[config.mk]
export PLATFORM = sky130hd
export DESIGN_NAME = multicycle_control_unit
export DESIGN_NICKNAME = d
export VERILOG_FILES = /design/src/rtl/control_unit_pkg.sv /design/src/rtl/memory_wait_timer.sv /design/src/rtl/multicycle_control_unit.sv
export SDC_FILE = /design/constraint.sdc
export NUM_CORES = 1
export LEC_CHECK = 0
export CAP_MARGIN = 20
export CORE_UTILIZATION = 55
export CTS_CLUSTER_DIAMETER = 80
export CTS_CLUSTER_SIZE = 14
export DETAILED_ROUTE_END_ITERATION = 12
export PLACE_DENSITY_LB_ADDON = 0.12
export SYNTH_ARGS = -nofsm -noshare
export SYNTH_HDL_FRONTEND = slang
export SYNTH_SLANG_ARGS = --single-unit
[constraint.sdc]
create_clock -name clk -period 3.7 [get_ports clk]
set_input_delay 0.74 -clock clk [delete_from_list [all_inputs] [get_ports clk]]
set_output_delay 0.74 -clock clk [all_outputs]
set_load 0.05 [all_outputs]
[src/rtl/control_unit_pkg.sv]
// Shared encodings for the multi-cycle control unit: opcodes, FSM states,
// decoded instruction classes and datapath mux select values.
package control_unit_pkg;

   localparam logic [5:0] OP_RTYPE = 6'b000000;
   localparam logic [5:0] OP_J     = 6'b000010;
   localparam logic [5:0] OP_BEQ   = 6'b000100;
   localparam logic [5:0] OP_ADDI  = 6'b001000;
   localparam logic [5:0] OP_ANDI  = 6'b001100;
   localparam logic [5:0] OP_LW    = 6'b100011;
   localparam logic [5:0] OP_SW    = 6'b101011;
   localparam logic [5:0] OP_JMI   = 6'b110000;
   localparam logic [5:0] OP_SAI   = 6'b110001;
   localparam logic [5:0] OP_PMC   = 6'b110010;

   typedef enum logic [3:0] {
      S_FETCH,
      S_DECODE,
      S_EXECUTE,
      S_ALU_WB,
      S_MEM_ADDR,
      S_MEM_READ,
      S_LOAD_WB,
      S_MEM_WRITE,
      S_BRANCH,
      S_JUMP,
      S_JMI_READ,
      S_SAI_WRITE,
      S_SAI_WB,
      S_PMC_COPY
   } state_e;

   typedef enum logic [3:0] {
      CL_RTYPE,
      CL_ADDI,
      CL_ANDI,
      CL_LW,
      CL_SW,
      CL_BEQ,
      CL_J,
      CL_JMI,
      CL_SAI,
      CL_PMC,
      CL_ILLEGAL
   } instr_class_e;

   localparam logic [1:0] ALU_OP_ADD   = 2'b00;
   localparam logic [1:0] ALU_OP_SUB   = 2'b01;
   localparam logic [1:0] ALU_OP_FUNCT = 2'b10;
   localparam logic [1:0] ALU_OP_AND   = 2'b11;

   localparam logic [1:0] ALU_B_RT       = 2'b00;
   localparam logic [1:0] ALU_B_FOUR     = 2'b01;
   localparam logic [1:0] ALU_B_IMM      = 2'b10;
   localparam logic [1:0] ALU_B_IMM_SHL2 = 2'b11;

   localparam logic [1:0] PC_SRC_ALU     = 2'b00;
   localparam logic [1:0] PC_SRC_ALU_OUT = 2'b01;
   localparam logic [1:0] PC_SRC_JUMP    = 2'b10;
   localparam logic [1:0] PC_SRC_MEM     = 2'b11;

   localparam logic [1:0] REG_DST_RT = 2'b00;
   localparam logic [1:0] REG_DST_RD = 2'b01;
   localparam logic [1:0] REG_DST_RS = 2'b10;

   // States that wait on memory_ready and are covered by the wait timer.
   function automatic logic is_mem_state(state_e s);
      return (s == S_FETCH) || (s == S_MEM_READ) || (s == S_MEM_WRITE) ||
             (s == S_JMI_READ) || (s == S_SAI_WRITE) || (s == S_PMC_COPY);
   endfunction

endpackage

[src/rtl/memory_wait_timer.sv]
// Memory wait timer: down-counter reloaded with MEM_TIMEOUT on clear and
// terminal-count compare; MEM_TIMEOUT = 0 disables expiry entirely.
module memory_wait_timer #(
   parameter int MEM_TIMEOUT = 0
) (
   input  logic clk,
   input  logic reset,
   input  logic clear,
   input  logic count_en,
   output logic expired
);

   localparam int W = (MEM_TIMEOUT > 0) ? $clog2(MEM_TIMEOUT + 1) : 1;
   localparam logic [W-1:0] LOAD_VALUE = W'(MEM_TIMEOUT);

   logic [W-1:0] remaining;

   always_ff @(posedge clk) begin
      if (reset || clear) begin
         remaining <= LOAD_VALUE;
      end else if (count_en && (remaining != '0)) begin
         remaining <= remaining - 1'b1;
      end
   end

   assign expired = (MEM_TIMEOUT != 0) && (remaining == '0);

endmodule

[src/rtl/multicycle_control_unit.sv]
// Multi-cycle control FSM: sequences each instruction over shared memory and
// ALU, with memory handshake, optional timeout, stall, illegal trap and retire count.
module multicycle_control_unit
   import control_unit_pkg::*;
#(
   parameter int OPCODE_WIDTH  = 6,
   parameter bit ENABLE_CUSTOM = 1'b1,
   parameter int MEM_TIMEOUT   = 0,
   parameter int COUNT_WIDTH   = 32
) (
   input  logic                    clk,
   input  logic                    reset,
   input  logic [OPCODE_WIDTH-1:0] op_code,
   input  logic                    memory_ready,
   input  logic                    stall,
   output logic                    pc_write,
   output logic                    ir_write,
   output logic                    reg_write,
   output logic                    memory_read,
   output logic                    memory_write,
   output logic                    branch,
   output logic                    memory_to_register,
   output logic                    alu_source_a,
   output logic [1:0]              alu_source_b,
   output logic [1:0]              alu_op,
   output logic [1:0]              register_destination,
   output logic [1:0]              pc_source,
   output logic                    memory_write_source,
   output logic                    memory_read_source,
   output logic                    instruction_done,
   output logic                    illegal_opcode,
   output logic                    bus_error,
   output logic [COUNT_WIDTH-1:0]  retired_count
);

   // state       | meaning
   // S_FETCH     | read instruction, PC += 4 on ready
   // S_DECODE    | classify opcode, precompute branch target
   // S_EXECUTE   | ALU op for R-type / addi / andi
   // S_ALU_WB    | write ALU result to register file
   // S_MEM_ADDR  | compute effective address
   // S_MEM_READ  | load data read, wait for ready
   // S_LOAD_WB   | write loaded data to register file
   // S_MEM_WRITE | store, wait for ready
   // S_BRANCH    | compare and conditional PC write
   // S_JUMP      | PC <= jump target
   // S_JMI_READ  | PC <= memory data on ready
   // S_SAI_WRITE | store half of store-and-increment
   // S_SAI_WB    | write incremented base to rs
   // S_PMC_COPY  | program memory read+write copy

   state_e       state, state_next;
   instr_class_e live_class, op_class;
   logic         mem_state, expired, timeout, count_en, timer_clear;

   always_comb begin
      live_class = CL_ILLEGAL;
      if (op_code == OPCODE_WIDTH'(OP_RTYPE))                      live_class = CL_RTYPE;
      else if (op_code == OPCODE_WIDTH'(OP_ADDI))                  live_class = CL_ADDI;
      else if (op_code == OPCODE_WIDTH'(OP_ANDI))                  live_class = CL_ANDI;
      else if (op_code == OPCODE_WIDTH'(OP_LW))                    live_class = CL_LW;
      else if (op_code == OPCODE_WIDTH'(OP_SW))                    live_class = CL_SW;
      else if (op_code == OPCODE_WIDTH'(OP_BEQ))                   live_class = CL_BEQ;
      else if (op_code == OPCODE_WIDTH'(OP_J))                     live_class = CL_J;
      else if (ENABLE_CUSTOM && op_code == OPCODE_WIDTH'(OP_JMI))  live_class = CL_JMI;
      else if (ENABLE_CUSTOM && op_code == OPCODE_WIDTH'(OP_SAI))  live_class = CL_SAI;
      else if (ENABLE_CUSTOM && op_code == OPCODE_WIDTH'(OP_PMC))  live_class = CL_PMC;
   end

   assign mem_state   = is_mem_state(state);
   assign timeout     = mem_state && !memory_ready && !stall && expired;
   assign count_en    = mem_state && !memory_ready && !stall && !expired;
   assign timer_clear = (state_next != state) || timeout;

   memory_wait_timer #(
      .MEM_TIMEOUT (MEM_TIMEOUT)
   ) u_wait_timer (
      .clk      (clk),
      .reset    (reset),
      .clear    (timer_clear),
      .count_en (count_en),
      .expired  (expired)
   );

   always_ff @(posedge clk) begin
      if (reset) begin
         state         <= S_FETCH;
         op_class      <= CL_ILLEGAL;
         retired_count <= '0;
      end else begin
         state <= state_next;
         if (state == S_DECODE) op_class <= live_class;
         if (instruction_done) retired_count <= retired_count + 1'b1;
      end
   end

   always_comb begin
      state_next           = state;
      pc_write             = 1'b0;
      ir_write             = 1'b0;
      reg_write            = 1'b0;
      memory_read          = 1'b0;
      memory_write         = 1'b0;
      branch               = 1'b0;
      memory_to_register   = 1'b0;
      alu_source_a         = 1'b0;
      alu_source_b         = ALU_B_RT;
      alu_op               = ALU_OP_ADD;
      register_destination = REG_DST_RT;
      pc_source            = PC_SRC_ALU;
      memory_write_source  = 1'b0;
      memory_read_source   = 1'b0;
      instruction_done     = 1'b0;
      illegal_opcode       = 1'b0;
      bus_error            = 1'b0;

      // All defaults are zero, so skipping the decode holds every output low in reset.
      if (!reset) begin
         case (state)
            S_FETCH: begin
               memory_read  = 1'b1;
               alu_source_b = ALU_B_FOUR;
               ir_write     = memory_ready;
               pc_write     = memory_ready;
               if (memory_ready) state_next = S_DECODE;
            end
            S_DECODE: begin
               alu_source_b = ALU_B_IMM_SHL2;
               case (live_class)
                  CL_RTYPE, CL_ADDI, CL_ANDI:        state_next = S_EXECUTE;
                  CL_LW, CL_SW, CL_JMI, CL_SAI, CL_PMC: state_next = S_MEM_ADDR;
                  CL_BEQ:                            state_next = S_BRANCH;
                  CL_J:                              state_next = S_JUMP;
                  default: begin
                     illegal_opcode = 1'b1;
                     state_next     = S_FETCH;
                  end
               endcase
            end
            S_EXECUTE: begin
               alu_source_a = 1'b1;
               if (op_class == CL_RTYPE) alu_op = ALU_OP_FUNCT;
               if (op_class == CL_ADDI || op_class == CL_ANDI) alu_source_b = ALU_B_IMM;
               if (op_class == CL_ANDI) alu_op = ALU_OP_AND;
               state_next = S_ALU_WB;
            end
            S_ALU_WB: begin
               reg_write            = 1'b1;
               register_destination = (op_class == CL_RTYPE) ? REG_DST_RD : REG_DST_RT;
               instruction_done     = 1'b1;
            end
            S_MEM_ADDR: begin
               alu_source_a = 1'b1;
               alu_source_b = ALU_B_IMM;
               case (op_class)
                  CL_LW:   state_next = S_MEM_READ;
                  CL_JMI:  state_next = S_JMI_READ;
                  CL_SW:   state_next = S_MEM_WRITE;
                  CL_SAI:  state_next = S_SAI_WRITE;
                  CL_PMC:  state_next = S_PMC_COPY;
                  default: state_next = S_FETCH;
               endcase
            end
            S_MEM_READ: begin
               memory_read = 1'b1;
               if (memory_ready) state_next = S_LOAD_WB;
            end
            S_LOAD_WB: begin
               reg_write          = 1'b1;
               memory_to_register = 1'b1;
               instruction_done   = 1'b1;
            end
            S_MEM_WRITE: begin
               memory_write     = 1'b1;
               instruction_done = memory_ready;
            end
            S_BRANCH: begin
               alu_source_a     = 1'b1;
               alu_op           = ALU_OP_SUB;
               branch           = 1'b1;
               pc_source        = PC_SRC_ALU_OUT;
               instruction_done = 1'b1;
            end
            S_JUMP: begin
               pc_write         = 1'b1;
               pc_source        = PC_SRC_JUMP;
               instruction_done = 1'b1;
            end
            S_JMI_READ: begin
               memory_read      = 1'b1;
               pc_source        = PC_SRC_MEM;
               pc_write         = memory_ready;
               instruction_done = memory_ready;
            end
            S_SAI_WRITE: begin
               memory_write = 1'b1;
               if (memory_ready) state_next = S_SAI_WB;
            end
            S_SAI_WB: begin
               reg_write            = 1'b1;
               register_destination = REG_DST_RS;
               instruction_done     = 1'b1;
            end
            S_PMC_COPY: begin
               memory_read         = 1'b1;
               memory_write        = 1'b1;
               memory_read_source  = 1'b1;
               memory_write_source = 1'b1;
               instruction_done    = memory_ready;
            end
            default: state_next = S_FETCH;
         endcase

         if (instruction_done) state_next = S_FETCH;

         // A timed-out access is abandoned: no writes, no retire, refetch.
         if (timeout) begin
            bus_error        = 1'b1;
            pc_write         = 1'b0;
            ir_write         = 1'b0;
            reg_write        = 1'b0;
            memory_write     = 1'b0;
            branch           = 1'b0;
            instruction_done = 1'b0;
            state_next       = S_FETCH;
         end

         // Stall freezes progress; reads and mux selects stay as decoded.
         if (stall) begin
            pc_write         = 1'b0;
            ir_write         = 1'b0;
            reg_write        = 1'b0;
            memory_write     = 1'b0;
            branch           = 1'b0;
            instruction_done = 1'b0;
            illegal_opcode   = 1'b0;
            state_next       = state;
         end
      end
   end

endmodule

# [Word-level counts from Yosys, hierarchy flattened]
# Cells that the tools add are included.
# Widths: inputs -> output; s select.
[word_totals] wordCells=124 ff_bits=40 inputBits=10 out_inout_bits=53
[classes] reduce_logical=17 n_eq_ne=42 n_bitwise=1 n_mux=60 n_addsub=1
[ops] operator="$mux 4" count=12
[ops] operator="$eq 4x3->1 const B" count=10
[ops] operator="$eq 4x4->1 const B" count=10
[ops] operator="$add 32x1->32 const B" count=1
[ops] operator="$eq 6x6->1 const B" count=5
[ops] operator="$mux 1" count=30
[ops] operator="$pmux 4 s7" count=1
[ops] operator="$eq 4x2->1 const B" count=6
[ops] operator="$pmux 4 s5" count=1
[ops] operator="$mux 2" count=9
[ops] operator="$pmux 4 s4" count=1
[ops] operator="$reduce_or 3->1" count=5
[ops] operator="$eq 4x1->1 const B" count=3
[ops] operator="$eq 6x4->1 const B" count=2
[ops] operator="$logic_not 4->1" count=3
[ops] operator="$reduce_or 10->1" count=1
[ops] operator="$reduce_or 5->1" count=2
[ops] operator="$ne 3x2->1 const B" count=3
[ops] operator="$pmux 2 s2" count=2
[ops] operator="$pmux 2 s4" count=1
[ops] operator="$reduce_or 8->1" count=1
[ops] operator="$eq 6x2->1 const B" count=1
[ops] operator="$eq 6x3->1 const B" count=1
[ops] operator="$logic_not 6->1" count=1
[ops] operator="other kinds (8)" count=9

# [Longest topological paths before layout]
# Gate-level depths: netlist of the first run.
[logic_depth] depth_word=17 depth_mapped=9 depth_no_buf=6

# [Hierarchy]
# A second synthesis of the first run with hierarchy kept.
[unflattened] hier_cells=385 area_unflattened_um2=2834.0
[modules_own_cells] module="multicycle_control_unit" seq_area_each_um2=800.8 n_inst=1 cells_each=383 area_each_um2=2822.7
[modules_own_cells] module="memory_wait_timer" seq_area_each_um2=0.0 n_inst=1 cells_each=2 area_each_um2=11.3

# [Worst setup path before layout of the first run]
# OpenSTA, ideal clock, no wires.
[synth_path] path_kind="input -> output" start="in op_code[4]" end="out illegal_opcode" t_required_ns=2.960 setup_slack_ns=0.258 cell_stages=6 path_buffers=1 t_arrival_ns=2.702 path_cell_list="clkbuf_1 nand4b_1 nor3_1 nor3_1 nand2b_1 nor3_1"
[synth_between] elab_chain_cells=17 word_cells_on_any_way=35 cone_classes="18 x eq/ne; 14 x mux; 3 x reduce/logical"
[synth_lines] element="start, declared" line_no="multicycle_control_unit.sv:13" source="input logic [OPCODE_WIDTH-1:0] op_code,"
[synth_lines] element="$eq 6x6->1" line_no="multicycle_control_unit.sv:67" source="else if (ENABLE_CUSTOM && op_code == OPCODE_WIDTH'(OP_PMC)) live_class = CL_PMC;"
[synth_lines] element="$mux 2" line_no="multicycle_control_unit.sv:67"
[synth_lines] element="$mux 2" line_no="multicycle_control_unit.sv:66" source="else if (ENABLE_CUSTOM && op_code == OPCODE_WIDTH'(OP_SAI)) live_class = CL_SAI;"
[synth_lines] element="$mux 4" line_no="multicycle_control_unit.sv:65" source="else if (ENABLE_CUSTOM && op_code == OPCODE_WIDTH'(OP_JMI)) live_class = CL_JMI;"
[synth_lines] element="$mux 4" line_no="multicycle_control_unit.sv:64" source="else if (op_code == OPCODE_WIDTH'(OP_J)) live_class = CL_J;"
[synth_lines] element="$mux 4" line_no="multicycle_control_unit.sv:63" source="else if (op_code == OPCODE_WIDTH'(OP_BEQ)) live_class = CL_BEQ;"
[synth_lines] element="$mux 4" line_no="multicycle_control_unit.sv:62" source="else if (op_code == OPCODE_WIDTH'(OP_SW)) live_class = CL_SW;"
[synth_lines] element="$mux 4" line_no="multicycle_control_unit.sv:61" source="else if (op_code == OPCODE_WIDTH'(OP_LW)) live_class = CL_LW;"
[synth_lines] element="$mux 4" line_no="multicycle_control_unit.sv:60" source="else if (op_code == OPCODE_WIDTH'(OP_ANDI)) live_class = CL_ANDI;"
[synth_lines] element="$mux 4" line_no="multicycle_control_unit.sv:59" source="else if (op_code == OPCODE_WIDTH'(OP_ADDI)) live_class = CL_ADDI;"
[synth_lines] element="$mux 4 (*)" line_no="multicycle_control_unit.sv:58" source="if (op_code == OPCODE_WIDTH'(OP_RTYPE)) live_class = CL_RTYPE;"
[synth_lines] element="$eq 4x3->1 (tied with other cells)" line_no="multicycle_control_unit.sv:129" source="case (live_class)"
[synth_lines] element="$reduce_or 10->1 (no source line) (*)"
[synth_lines] element="$mux 1 (*)" line_no="multicycle_control_unit.sv:129"
[synth_lines] element="$mux 1 (*)" line_no="multicycle_control_unit.sv:119" source="case (state)"
[synth_lines] element="$mux 1 (*)" line_no="multicycle_control_unit.sv:229" source="if (stall) begin"
[synth_lines] element="$mux 1 (*)" line_no="multicycle_control_unit.sv:118" source="if (!reset) begin"
[synth_lines] element="end, declared" line_no="multicycle_control_unit.sv:31" source="output logic illegal_opcode,"
# Every way passes the cells marked *; elsewhere a longest branch is shown, timed or not.

# [Worst setup path in the final report of the first run]
[layout_path] start="in op_code[5]" end="out illegal_opcode"
# The elaborated chain is that of the path after synthesis.

==> results of run 1 <==
[power by group through the flow]
stage	combinational [mW]	clock [mW]	sequential [mW]
3_3_place_gp	0.115	0	0.450
6_report	0.118	0.287	0.440
4_1_cts	0.118	0.290	0.440
5_1_grt	0.129	0.304	0.441
3_5_place_dp	0.117	0	0.450
2_1_floorplan	0.0790	0	0.446
[sequential cells by signal (all words and copies together), names as in the netlist]
| signal | flops |
|---|---|
| op_class | 4 |
| retired_count | 32 |
| state | 4 |
[per-layer routing]
layer  part of all wire, %  global-route usage, %  wire length [um]  up-vias
li1                      -                      -                 -     1601
met2                    48                   48.2              3740      103
met1                    45                   41.5              3530     1496
met3                   5.7                   3.79               444       12
met5                     0                      0                 0        -
met4                   1.4                   8.81               107        0
[path summary, 6_finish.rpt]
check | endpoint | cells after the start
setup / recovery | illegal_opcode | 7
hold / removal | retired_count[13] | 2
setup reg to reg | retired_count[12] | 7
hold reg to reg | retired_count[13] | 2
[Yosys cell counts, types with 2 or more instances]
cell,instances,area (um2)
a21oi_1,41,205
dfxtp_1,40,801
nand2_1,32,120
nor2_1,29,109
clkbuf_1,26,97.6
or4_1,26,195
o31ai_1,23,173
o21ai_0,22,110
nand3_1,14,70.1
nor3_1,14,70.1
inv_1,13,48.8
nand4_1,13,81.3
nor4_1,9,56.3
or3_1,9,56.3
nand2b_1,8,50.1
nor2b_1,7,43.8
buf_1,5,18.8
a21o_1,4,30.0
a22oi_1,4,30.0
mux2i_1,4,40.0
a211oi_1,3,22.5
a31oi_1,3,18.8
buf_2,3,15.0
nor3b_1,3,22.5
o21bai_1,3,22.5
xor2_1,3,26.3
a211o_1,2,17.5
a21boi_1,2,15.0
a221oi_1,2,17.5
and3b_1,2,17.5
and4_1,2,17.5
buf_4,2,15.0
buf_6,2,22.5
o22a_1,2,17.5
o22ai_1,2,12.5
xnor2_1,2,17.5
[metrics by stage]
stage / utilization (%) / instances
floorplan: - / 401
global placement: 75.1 / 503
detailed placement: 75.1 / 503
CTS: 76.8 / 510
global route: 76.8 / 510
finish: 76.8 / 510
[logic make-up (layout without fill, tap and decap cells)]
logic type                 count (synthesis)  in the layout  share of synthesized area [%]
adders and majority gates                  1              1                          0.435
AOI/OAI and AO/OA                        121            121                           26.5
and+or+nand+nor                          177            177                           34.2
other                                      1              1                          0.130
buffers and inverters                     51             93                           7.57
muxes                                      5              5                           1.78
DFF                                       40             40                           27.9
xor gates and xnor gates                   5              5                           1.52
[worst min-delay path, stage by stage (launching register included)]
cell,delay [ns]
dfxtp_1,0.33
o31ai_1,0.07
a21oi_1,0.06
[final cells by class]
cell class,count,area [um2],share of cell area [%]
inverter,13,48.8,1.30
clock buffer,5,68.8,1.84
clock inverter,2,12.5,0.334
tap,67,83.8,2.24
multi-input combinational,310,1860,49.5
sequential,40,801,21.4
timing repair buffer,73,876,23.4
==> results_tabular.tex, run 1 <==
\begin{tabular}{lr}
\hline
Metric & Value \\
\hline
\multicolumn{2}{l}{\textbf{Drt}} \\
\quad Routed wire per std cell & between 15 and 20 um \\
\quad Count of nets left with antenna violations after detail routing & 0 \\
\quad Number of DRC violations after detailed routing & 0 \\
\quad Total wirelength of the detailed-routed design & 7.83 mm \\
\quad Routed via count divided by cell count & between 6 and 7 \\
\quad Number of detailed-route iterations in the first pass & 5 \\
\quad Iteration-0 DRC Markers & approximately 310 \\
\quad Vias & 3212 \\
\multicolumn{2}{l}{\textbf{CTS}} \\
\quad Number of buffers inserted by hold repair at cts & 0 \\
\quad Clock sinks & 40 \\
\quad Maximum count of clock buffers along a single path & 2 \\
\quad Level count of the clock H-tree & 2 \\
\quad Cts bufs inserted & 5 \\
\quad TritonCTS clock tree & done \\
\quad Cell at the root of the clock tree & clkbuf\_8 \\
\quad Setup Fix Bufs, Post-CTS & 0 \\
\quad CTS clock-pin slew for the worst setup and hold paths & around 0.08 ns \\
\quad Later-pin clock latency in the skew report & 0.29 ns \\
\quad PostCTS Resize Cnt & 0 \\
\multicolumn{2}{l}{\textbf{Setup path}} \\
\quad Highest fanout seen on the critical path & 9 \\
\quad Start point of the critical path & op\_code[5] \\
\quad CP max-delay cell & clkdlybuf4s50\_1 \\
\quad Bufs and invs on worst path & 2 \\
\quad Path type of the worst setup path & in -> out \\
\quad Worst Setup Start Kind & input port \\
\quad Crit path arrival time & 2.71 ns \\
\quad Reg-to-reg setup timing slack & 1.04 ns \\
\quad Endpoint required time on the critical path & $\sim$3.0 ns \\
\quad Source of the worst register-to-register timing path & state[2] \\
\quad List of cells traversed by the critical path & clkdlybuf4s50\_1, or4\_1, or3b\_1, nand3\_1, nand2b\_1, nor3\_1, buf\_12 \\
\quad Category of cells accounting for the largest share of critical-path delay & simple AND/OR/NAND/NOR gates \\
\quad Endpoint kind of the worst setup timing path & output pin \\
\quad Largest stage delay on the critical path & approximately 0.53 ns \\
\multicolumn{2}{l}{\textbf{Floorplanning}} \\
\quad Die ar. & roughly 5500 um2 \\
\quad Die Y & approximately 74 um \\
\quad Total number of placement rows & 25 \\
\quad Core Region & between 4000 and 5000 um2 \\
\quad Number of top-level pins & 63 \\
\quad Die X & between 70 and 80 um \\
\quad Effective utilization at floorplan & between 50\% and 60\% \\
\multicolumn{2}{l}{\textbf{Logic synthesis}} \\
\quad Syn Std Cell Area & between 2000 and 3000 um2 \\
\quad Post-synth top flop & dfxtp\_1 \\
\quad Sequential-to-total area share from yosys stat & 27.9\% \\
\quad Number of distinct library cells after synthesis & 56 \\
\quad Post-synthesis area per instance & around 7 um2 \\
\quad Count of flip-flops with a built-in enable after synthesis & 0 \\
\quad Warning count from the yosys run & 0 \\
\quad Total nets after synthesis & around 400 \\
\quad Number of flip-flops and latches in the synthesized netlist & 40 \\
\quad Cells after synthesis & between 400 and 500 \\
\quad Share of flip-flops with an asynchronous set or reset & 0\% \\
\multicolumn{2}{l}{\textbf{STA}} \\
\quad Final worst path period need & roughly 3.4 ns \\
\quad Worst slew pin tran & roughly 0.67 ns \\
\quad Number of failing setup endpoints in the final timing report & 0 \\
\quad Slew margin rel. & 54.7\% \\
\quad Setup repair after global routing missed its margin & false \\
\quad Share of the cycle needed by the critical path after routing & about 93\% \\
\quad Post-route setup TNS & 0 ns \\
\quad Fmax & a little under 300 MHz \\
\quad Number of failing hold endpoints at the final stage & 0 \\
\quad Min setup slack post-route & approximately 0.25 ns \\
\quad Clock tree skew after final layout & about 0.0072 ns \\
\quad Final number of max-transition violations & 0 \\
\quad Worst hold slack & 0.511 ns \\
\multicolumn{2}{l}{\textbf{GRT}} \\
\quad Vias in the first global route & 2801 \\
\quad Initial antenna violation count & 0 \\
\quad Global-route total usage across every layer & slightly below 30\% \\
\quad Largest net degree at the start of global routing & just over 50 \\
\quad GRT overflow & 0 \\
\quad First-pass GRT wire length & about 13 mm \\
\multicolumn{2}{l}{\textbf{Power}} \\
\quad Total power draw & around 0.85 mW \\
\quad Clock network power share & $\sim$34\% \\
\quad Worst IR Drop VDD & roughly 0.24 mV \\
\quad Share of power burned in registers & between 50\% and 60\% \\
\quad Leak Pwr & 1.18 nW \\
\quad Areal power density over the cells & 226 nW/um2 \\
\quad Proportion of power drawn by combinational gates & around 14\% \\
\quad Switching share of total power & 28.0\% \\
\quad Cell internal power dissipation & between 0.6 and 0.7 mW \\
\quad Sw power & roughly 0.24 mW \\
\multicolumn{2}{l}{\textbf{Layout}} \\
\quad Diode count & 0 \\
\quad Cell area after layout & 3750 um2 \\
\quad Fraction of layout instances using a drive strength above 1 & 9.26\% \\
\quad Synthesis-to-layout area growth & 30.3\% \\
\quad Commonest non-fill, non-tap cells in the layout & a21oi\_1 (41), clkdlybuf4s50\_1 (41), dfxtp\_1 (40), nand2\_1 (32), nor2\_1 (29) \\
\quad Layout Nets & $\sim$450 \\
\quad Fill cell total of the finished layout & 389 \\
\multicolumn{2}{l}{\textbf{Placed design}} \\
\quad Weighted congestion at the end of routability-driven global placement & about 0.9 \\
\quad Number of port buffers & between 60 and 70 \\
\quad Post-placement cell area & 3660 um2 \\
\quad Pre-CTS WS & approximately 0.26 ns \\
\quad HPWL after DPL & 5.68 mm \\
\multicolumn{2}{l}{\textbf{Outcome}} \\
\quad Outcome & completed \\
\multicolumn{2}{l}{\textbf{Worst hold path}} \\
\quad Hold WC Path Type & reg -> reg \\
\quad Hold path startpoint & retired\_count[13] \\
\multicolumn{2}{l}{\textbf{Job}} \\
\quad Max Cap Viol & 0 \\
\hline
\end{tabular}
No activity file was read; power rests on OpenSTA's default activity.
==> run 2, diff against run 1 <==
--- a/config.mk
+++ b/config.mk
@@ -5,6 +5,7 @@
 export SDC_FILE = /design/constraint.sdc
 export NUM_CORES = 1
 export LEC_CHECK = 0
+export ABC_AREA = 0
 export CAP_MARGIN = 20
 export CORE_UTILIZATION = 55
 export CTS_CLUSTER_DIAMETER = 80
==> results of run 2 <==
The final DEF is identical to that of run 1; final timing and power are the same.
==> run 3, diff against run 2 <==
--- a/config.mk
+++ b/config.mk
@@ -11,7 +11,7 @@
 export CTS_CLUSTER_DIAMETER = 80
 export CTS_CLUSTER_SIZE = 14
 export DETAILED_ROUTE_END_ITERATION = 12
-export PLACE_DENSITY_LB_ADDON = 0.12
+export PLACE_DENSITY = 0.92
 export SYNTH_ARGS = -nofsm -noshare
 export SYNTH_HDL_FRONTEND = slang
 export SYNTH_SLANG_ARGS = --single-unit
==> constraint.sdc (replaced) <==
create_clock -name clk -period 3.7 [get_ports clk]
set_input_delay 0.37 -clock clk [delete_from_list [all_inputs] [get_ports clk]]
set_output_delay 0.37 -clock clk [all_outputs]
set_load 0.05 [all_outputs]
==> results_tabular.tex, run 3 (synthesis results as in run 1) <==
\begin{tabular}{lr}
\hline
Metric & Value \\
\hline
\multicolumn{2}{l}{\textbf{Placed design}} \\
\quad Weighted congestion at the end of routability-driven global placement & 0.909 (+2.9\%) \\
\quad Cell count after placement & 498 (-0.99\%) \\
\quad HPWL after DPL & 5.36 mm (-5.7\%) \\
\quad Number of port buffers & 61 (unchanged) \\
\multicolumn{2}{l}{\textbf{Layout}} \\
\quad Commonest non-fill, non-tap cell in the layout & clkdlybuf4s50\_1 \\
\quad Top reg by flops & retired\_count \\
\quad Fraction of layout instances using a drive strength above 1 & 6.38\% (-2.9 points) \\
\quad Synthesis-to-layout area growth & 24.7\% \\
\quad Commonest non-fill, non-tap cells in the layout & clkdlybuf4s50\_1 (50), a21oi\_1 (41), dfxtp\_1 (40), nand2\_1 (32), nor2\_1 (29) \\
\quad Sequential cell area & 801 um2 (unchanged) \\
\quad Max reg flops & 32 (unchanged) \\
\quad Footprint of the multi-input gates & 1860 um2 (unchanged) \\
\quad Registers with the highest flip-flop counts & retired\_count (32), op\_class (4), state (4) \\
\quad Count of placed standard cells in the final layout, fillers left out & 506 (-0.78\%) \\
\quad Final Core Density & 73.4\% (-3.3 points) \\
\quad Diode count & 0 (unchanged) \\
\quad Fill cell total of the finished layout & 380 (-2.3\%) \\
\quad Layout Nets & 449 (-1.1\%) \\
\multicolumn{2}{l}{\textbf{Setup path}} \\
\quad Crit path arrival time & 2.75 ns (+0.04 ns) \\
\quad Reg-to-reg setup timing slack & 0.88 ns (-0.16 ns) \\
\quad Endpoint required time on the critical path & 3.33 ns (+0.37 ns) \\
\quad Worst Setup Start Kind & register \\
\quad Path type of the worst setup path & reg -> out \\
\quad Endpoint kind of the worst setup timing path & output pin \\
\quad Highest fanout seen on the critical path & 27 (+18) \\
\multicolumn{2}{l}{\textbf{CTS}} \\
\quad PostCTS Resize Cnt & 0 (unchanged) \\
\quad TritonCTS clock tree & done \\
\quad CTS clock-pin slew for the worst setup and hold paths & 0.09 ns (about the same) \\
\quad Later-pin clock latency in the skew report & 0.29 ns (about the same) \\
\quad Number of buffers inserted by hold repair at cts & 0 (unchanged) \\
\quad Clock sinks & 40 (unchanged) \\
\quad Cts bufs inserted & 5 (unchanged) \\
\quad Maximum count of clock buffers along a single path & 2 (unchanged) \\
\quad Setup Fix Bufs, Post-CTS & 0 (unchanged) \\
\quad Cell at the root of the clock tree & clkbuf\_8 \\
\quad Level count of the clock H-tree & 2 (unchanged) \\
\multicolumn{2}{l}{\textbf{Drt}} \\
\quad Number of DRC violations after detailed routing & 0 (unchanged) \\
\quad Iteration-0 DRC Markers & 453 (+45\%) \\
\quad Number of detailed-route iterations in the first pass & 5 (unchanged) \\
\quad Routed wire per std cell & 15.4 um (+0.40\%) \\
\quad Vias & 3265 (+1.7\%) \\
\quad Routed via count divided by cell count & 6.45 (+2.5\%) \\
\quad Count of nets left with antenna violations after detail routing & 0 (unchanged) \\
\quad Total wirelength of the detailed-routed design & 7.80 mm (-0.38\%) \\
\multicolumn{2}{l}{\textbf{STA}} \\
\quad Final worst path period need & 3.12 ns (-0.327 ns) \\
\quad Number of failing hold endpoints at the final stage & 0 (unchanged) \\
\quad Worst slew pin tran & 0.846 ns (+0.172 ns) \\
\quad Post-route setup TNS & 0 ns (unchanged) \\
\quad Setup repair after global routing missed its margin & false \\
\quad Share of the cycle needed by the critical path after routing & 84.3\% (-8.8 points) \\
\quad Slew margin rel. & 43.5\% (-11 points) \\
\quad Number of failing setup endpoints in the final timing report & 0 (unchanged) \\
\quad Fmax & 320 MHz (+10\%) \\
\quad Worst hold slack & 0.503 ns (-0.00799 ns) \\
\quad Final number of max-transition violations & 0 (unchanged) \\
\quad Clock tree skew after final layout & 0.0124 ns (+0.00520 ns) \\
\multicolumn{2}{l}{\textbf{Power}} \\
\quad Areal power density over the cells & 260 nW/um2 (+15\%) \\
\quad Leak Pwr & 1.11 nW (-5.3\%) \\
\quad Total power draw & 0.931 mW (+10\%) \\
\quad Worst IR Drop VDD & 0.199 mV (-17\%) \\
\multicolumn{2}{l}{\textbf{GRT}} \\
\quad GRT overflow & 0 (unchanged) \\
\quad Global-route total usage across every layer & 29.2\% (-0.53 points) \\
\quad Initial antenna violation count & 0 (unchanged) \\
\quad Vias in the first global route & 2777 (-0.86\%) \\
\quad First-pass GRT wire length & 12.8 mm (-0.96\%) \\
\quad Largest net degree at the start of global routing & 52 (+2.0\%) \\
\multicolumn{2}{l}{\textbf{Job}} \\
\quad Max Cap Viol & 0 (unchanged) \\
\multicolumn{2}{l}{\textbf{Floorplanning}} \\
\quad Number of top-level pins & 63 (unchanged) \\
\quad Total number of placement rows & 25 (unchanged) \\
\quad Die X & 74.3 um (unchanged) \\
\quad Die ar. & 5520 um2 (unchanged) \\
\quad Die Y & 74.3 um (unchanged) \\
\quad Core Region & 4880 um2 (unchanged) \\
\quad Effective utilization at floorplan & 58.9\% (unchanged) \\
\multicolumn{2}{l}{\textbf{Worst hold path}} \\
\quad Hold WC Path Type & reg -> reg \\
\multicolumn{2}{l}{\textbf{Outcome}} \\
\quad Outcome & completed \\
\hline
\end{tabular}
==> run 3: cell types whose count changed in the layout (fill, tap and decap cells not counted), sizes merged <==
| cell | change |
|---|---|
| clkinvlp | -1 |
| buf | -14 |
| bufinv | +1 |
| clkbuf | +1 |
| clkdlybuf4s50 | +9 |
==> run 3: per-layer routing <==
metal	track usage, %	vias to the layer above	wire length, um	share of wire, %
met5	0	-	0	0
met4	8.39	0	163	2.1
met3	4.34	24	644	8.3
met2	46.6	158	3670	47
met1	41.2	1501	3320	43
li1	-	1582	-	-
==> run 3: area by class of cell <==
| class | instances | area share [%] |
|---|---|---|
| sequential | 40 | 22.3 |
| inverter | 13 | 1.36 |
| clock inverter | 2 | 1.08 |
| multi-input combinational | 310 | 51.8 |
| tap | 67 | 2.34 |
| timing repair buffer | 68 | 18.8 |
| clock buffer | 6 | 2.30 |
==> run 3: report_power, final <==
part | switching [mW] | internal [mW] | leakage (nW) | total [mW]
Sequential | 0.00549 | 0.433 | 0.323 | 0.438
Combinational | 0.0699 | 0.0413 | 0.731 | 0.111
Clock | 0.160 | 0.221 | 0.0614 | 0.381
==> run 3: worst paths after layout <==
path,from,endpoint,depth (start not counted)
setup / recovery,state[3],illegal_opcode,6
hold / removal,retired_count[30],retired_count[30],2
setup reg to reg,state[3],retired_count[23],6
hold reg to reg,retired_count[30],retired_count[30],2
==> run 3: critical path: stages (launching register included) <==
cell      delay (ns)
dfxtp_1         0.59
nor2_1          0.34
nand3_1         0.30
nor3_1          0.50
nand2b_1        0.15
nor3_1          0.32
buf_4           0.26
==> run 3: through the flow <==
step,setup slack [ns],cell area [um2]
final,0.579,3580
after global routing,0.413,3580
after CTS,0.660,3580
after detailed placement,0.699,3460
after global placement,0.785,3460
after floorplan,0.671,2870
